$ cat config.mk
export PLATFORM = sky130hd
export DESIGN_NAME = imm_gen_pipe
export DESIGN_NICKNAME = d
export VERILOG_FILES = /design/src/rtl/imm_gen_pkg.sv /design/src/rtl/imm_decode.sv /design/src/rtl/imm_gen_pipe.sv
export SDC_FILE = /design/constraint.sdc
export NUM_CORES = 1
export LEC_CHECK = 0
export ABC_AREA = 1
export CAP_MARGIN = 10
export CORE_ASPECT_RATIO = 0.7
export CORE_MARGIN = 1
export CORE_UTILIZATION = 53
export DETAILED_ROUTE_END_ITERATION = 6
export PLACE_DENSITY = 0.92
export SYNTH_ARGS = -nofsm -noshare
export SYNTH_HDL_FRONTEND = slang
export SYNTH_SLANG_ARGS = --single-unit
$ cat constraint.sdc
create_clock -name clk -period 1.8 [get_ports clk]
set_input_delay 0.36 -clock clk [delete_from_list [all_inputs] [get_ports clk]]
set_output_delay 0.36 -clock clk [all_outputs]
set_load 0.03 [all_outputs]
$ cat src/rtl/imm_gen_pkg.sv
// imm_gen_pkg: shared opcodes, immediate format codes and output buffer states
package imm_gen_pkg;
  localparam logic [6:0] OP_IMM    = 7'b0010011;
  localparam logic [6:0] OP_LOAD   = 7'b0000011;
  localparam logic [6:0] OP_JALR   = 7'b1100111;
  localparam logic [6:0] OP_SYSTEM = 7'b1110011;
  localparam logic [6:0] OP_STORE  = 7'b0100011;
  localparam logic [6:0] OP_BRANCH = 7'b1100011;
  localparam logic [6:0] OP_LUI    = 7'b0110111;
  localparam logic [6:0] OP_AUIPC  = 7'b0010111;
  localparam logic [6:0] OP_JAL    = 7'b1101111;
  localparam logic [6:0] OP_REG    = 7'b0110011;
  typedef enum logic [2:0] {T_R, T_I, T_S, T_B, T_U, T_J, T_SHAMT, T_INV} imm_tipo_e;
  typedef enum logic [1:0] {EMPTY, ONE, FULL} buf_state_e;
endpackage

$ cat src/rtl/imm_decode.sv
// imm_decode: combinational RV32 immediate extraction and format classification
module imm_decode
  import imm_gen_pkg::*;
#(
  parameter int XLEN = 32
) (
  input  logic [31:0]     instrucao,
  output logic [XLEN-1:0] imm,
  output imm_tipo_e       tipo,
  output logic            invalido
);
  logic [6:0] op;
  logic shift;
  logic [31:0] raw;
  logic [31:0] i;
  assign i = instrucao;
  assign op = i[6:0];
  assign shift = op == OP_IMM && i[13:12] == 2'b01;
  always_comb begin
    tipo = T_INV;
    case (op)
      OP_IMM:                      tipo = shift ? T_SHAMT : T_I;
      OP_LOAD, OP_JALR, OP_SYSTEM: tipo = T_I;
      OP_STORE:                    tipo = T_S;
      OP_BRANCH:                   tipo = T_B;
      OP_LUI, OP_AUIPC:            tipo = T_U;
      OP_JAL:                      tipo = T_J;
      OP_REG:                      tipo = T_R;
      default:                     tipo = T_INV;
    endcase
  end
  always_comb begin
    raw = tipo == T_I     ? {{20{i[31]}}, i[31:20]} :
          tipo == T_S     ? {{20{i[31]}}, i[31:25], i[11:7]} :
          tipo == T_B     ? {{19{i[31]}}, i[31], i[7], i[30:25], i[11:8], 1'b0} :
          tipo == T_U     ? {i[31:12], 12'b0} :
          tipo == T_J     ? {{11{i[31]}}, i[31], i[19:12], i[20], i[30:21], 1'b0} :
          tipo == T_SHAMT ? (XLEN == 64 ? {26'b0, i[25:20]} : {27'b0, i[24:20]}) :
                            32'b0;
    imm = XLEN'($signed(raw));
    invalido = tipo == T_INV;
  end
endmodule

$ cat src/rtl/imm_gen_pipe.sv
// imm_gen_pipe: immediate generator with optional two-entry skid output buffer
module imm_gen_pipe
  import imm_gen_pkg::*;
#(
  parameter int XLEN    = 32,
  parameter bit REG_OUT = 1
) (
  input  logic            clk,
  input  logic            reset,
  input  logic            in_valid,
  output logic            in_ready,
  input  logic [31:0]     instrucao,
  output logic            out_valid,
  input  logic            out_ready,
  output logic [XLEN-1:0] imm_estendido,
  output logic [2:0]      imm_tipo,
  output logic            imm_invalido
);
  localparam int W = XLEN + 4;
  logic [XLEN-1:0] d_imm;
  imm_tipo_e d_tipo;
  logic d_inv;
  logic [W-1:0] dec;
  imm_decode #(.XLEN(XLEN)) u_dec (
    .instrucao(instrucao),
    .imm(d_imm),
    .tipo(d_tipo),
    .invalido(d_inv)
  );
  assign dec = {d_inv, d_tipo, d_imm};
  generate
    if (REG_OUT) begin : g_reg
      buf_state_e state, state_nx;
      logic [W-1:0] main_q, skid_q;
      logic accept, consume;
      assign accept = in_valid && in_ready;
      assign consume = out_valid && out_ready;
      always_ff @(posedge clk) begin
        if (reset) state <= EMPTY;
        else state <= state_nx;
      end
      always_comb begin
        state_nx = state == EMPTY ? (accept ? ONE : EMPTY) :
                   state == ONE   ? (accept && !consume ? FULL : !accept && consume ? EMPTY : ONE) :
                                    (consume ? ONE : FULL);
      end
      always_comb begin
        in_ready = state != FULL;
        out_valid = state != EMPTY;
      end
      always_ff @(posedge clk) begin
        if (reset) begin
          main_q <= '0;
          skid_q <= '0;
        end else begin
          if (accept && (state == EMPTY || (state == ONE && consume))) main_q <= dec;
          else if (state == FULL && consume) main_q <= skid_q;
          if (state == ONE && accept && !consume) skid_q <= dec;
        end
      end
      assign {imm_invalido, imm_tipo, imm_estendido} = main_q;
    end else begin : g_comb
      assign in_ready = out_ready;
      assign out_valid = in_valid;
      assign {imm_invalido, imm_tipo, imm_estendido} = dec;
    end
  endgenerate
endmodule

==> impl_results.md <==
* Status: finished clean
* Reg-to-Reg End: g_reg.main_q[10]
* WL final at 12,200 um
* Die Ht at 76.0 um
* Fmax at 562 MHz
* Slowest cell on crit path: clkdlybuf4s50_1
* Worst Path Arrival at 1420 ps
* Total CTS buffers at 9
* Slew Limit Headroom at 63.0%
* Yosys Warn Count at 0
* Synth Area in Compound Gates at 15.2%
* Post-synthesis net count at 671
* DR pass1 iterations at 6
* Family with the most delay on the worst path: buffers and inverters
* Final Critical Period at 1780 ps
* Adder-cell area share of the yosys netlist at 0.302%
* Post-synthesis mux area share at 0%
* R2r worst-path depth at 7
* CP startpoint: g_reg.main_q[27]
* FFs w/ async S/R, synth at 0%
* Deepest clock path buffer count at 2
* List of most frequent post-synthesis cells: nand2_1 (104), inv_1 (86), nor2_1 (83)
* Worst skew pair latency at 370 ps
* Buffers plus inverters on the worst setup path at 1
* Final Core Density at 75.0%
* Worst path depth at 1
* Post-Synth Simple-Gate Area at 35.7%
* CTS Hold Bufs at 0
* Worst Skew at 7.86 ps
* Maximum VDD drop at 0.934 mV
* Fill cells at 596
* Initial antenna violation count at 0
* Pwr Density at 753 nW/um^2
* Mean Syn Cell Area at 6.54 um^2
* DR vias at 4,543
* Critical path data required time at 1440 ps
* H-tree depth at 3
* First-pass GRT wire length at 19,400 um
* Startpoint Class: flop
* GRT Resource Usage Total at 30.2%
* IO Count at 74
* Final #Nets at 770
* Layout cells sized above 1 at 18.2%
* Area of the mapped netlist at 4150 um^2
* Hold Vio Cnt, Final at 0
* Setup violators final at 0
* Crit Path Category: flop to primary output
* Core footprint at 7450 um^2
* #FFs+latches synth at 74
* Initial Util at 55.7%
* CP endpoint: imm_estendido[27]
* Syn-to-layout area delta at 34.7%
* Post-synth EDFFs at 0
* Biggest area consumer among synthesized cells: dfxtp_1
* Post-synthesis sequential area ratio at 35.7%
* Post-DR vias/cell at 5.43
* HP Class: input pin to flop
* Synth top area share at 35.7%
* TritonCTS clock tree: done
* R2R setup slack at 170 ps
* Initial DRC count at 337
* CTS root buffer: clkbuf_8
* Ys flop type: dfxtp_1
* Synth area leaders: dfxtp_1 (36%), nand2_1 (9.4%), nand3_1 (8.4%)
* R2r startpoint: g_reg.state[0]
* Die width at 108 um
* Placed Cells at 816
* Fin crit share at 98.8%
* Clock Pin Slew Worst Setup and Hold Paths at 80 ps
* GPL Wtd Cong at 0.945
* DRT antenna net count at 0
* Crit-path max cell delay at 690 ps
* Antenna cells at 0
* Max Slew Vio Count at 0
* WL/cell at 14.5 um
* CP Max Fanout at 2
* Vias in the first global route at 4,197
* Site Rows at 26
* Hold_sp: reset
* DP HPWL at 8670 um
* Largest net degree at the start of global routing at 44
* Count of non-filler cells in the finished layout at 836
* Lkg Pwr at 0.00283 uW
* Drt drc at 0
* Port Buffers at 73
* Grt total ovfl at 0
* XOR/XNOR Fraction of Synth Area at 0%
* Max-cap violations at 0
* Crit path capture type: primary output
* Largest family of logic cells by synthesized area: simple AND/OR/NAND/NOR gates
* Mapped Cells at 634
* Clock Sinks at 74
* Hold WS at 464 ps
* Most frequent cell after synthesis: nand2_1
* Post-synth cell types at 34
* Worst slew pin tran at 552 ps
* Worst path cell trace: clkdlybuf4s50_1
* Die area at 8190 um^2
==> cell families after synthesis <==
| kind of cell | after synthesis |
|---|---|
| and+or+nand+nor | 312 |
| buffers and inverters | 129 |
| AOI/OAI and AO/OA | 118 |
| DFF | 74 |
| adders and majority gates | 1 |
==> what timing repair did <==
| item | 4_1_cts | 5_1_grt |
|---|---|---|
| setup buffers | 2 | 2 |
| resized for setup | 8 | 29 |
| pin swaps | 2 | 6 |
| gates cloned | 0 | 0 |
| endpoints found under the setup margin | 9 | 69 |
==> through the flow <==
step	setup TNS (ps)	setup WS (ps)	cell area, um^2	power, uW
final	0	21.9	5590	4210
after global routing	-3.85	-3.27	5590	4380
after CTS	0	5.69	5510	4200
after detailed placement	-23690	-504	5230	2640
after global placement	-19490	-456	5230	2600
after floorplan	0	291	4150	2290
==> placed cells by master, fill, tap and decap left out, types with 9 or more instances in the layout <==
master / n
a21oi_1: 55
buf_4: 35
clkbuf_8: 9
clkdlybuf4s50_1: 60
dfxtp_1: 74
dlymetal6s2s_1: 9
inv_1: 84
inv_2: 12
nand2_1: 103
nand2_2: 23
nand3_1: 69
nor2_1: 83
o21ai_0: 28
o21ai_1: 24
==> tightest hold or removal path, stage by stage <==
cell and delay [ps]:
buf_2 110, buf_4 270, a21oi_2 50
==> state kept, by name, summed over array words and instances, names as in the netlist <==
signal and flops:
g_reg.main_q 36, g_reg.skid_q 36, g_reg.state 2
==> final cells by class <==
cell class	instances	area (um^2)	area share (%)
Inverter	100	383	6.85
Multi-Input combinational cell	431	2190	39.1
Clock buffer	9	124	2.22
Clock inverter	7	116	2.08
Sequential cell	74	1480	26.5
Tap cell	98	123	2.19
Timing Repair Buffer	117	1170	21.0
==> routing by layer <==
| layer | GRT usage (%) | part of all wire, % | up-vias |
|---|---|---|---|
| li1 | - | - | 2198 |
| met1 | 39.6 | 43 | 2094 |
| met2 | 48.4 | 46 | 224 |
| met3 | 7.10 | 8.6 | 27 |
| met4 | 11.1 | 1.7 | 0 |
| met5 | 0 | 0 | - |
==> power by group <==
group | switching, uW | internal, uW | leakage [uW]
Combinational | 501 | 333 | 0.00211
Clock | 668 | 920 | 0.000120
Sequential | 51.0 | 1740 | 0.000603
Total | 1220 | 2990 | 0.00283
==> worst min path at each step <==
stage          slack, ps                to  depth (start not counted)
6_report             460   g_reg.main_q[4]                          3
4_1_cts              450   g_reg.main_q[4]                          3
3_5_place_dp         480   g_reg.main_q[1]                          2
2_1_floorplan        460  g_reg.skid_q[20]                          2
3_3_place_gp         460   g_reg.main_q[1]                          2
5_1_grt              480   g_reg.main_q[2]                          3
Power figures use the tool's default switching activity.
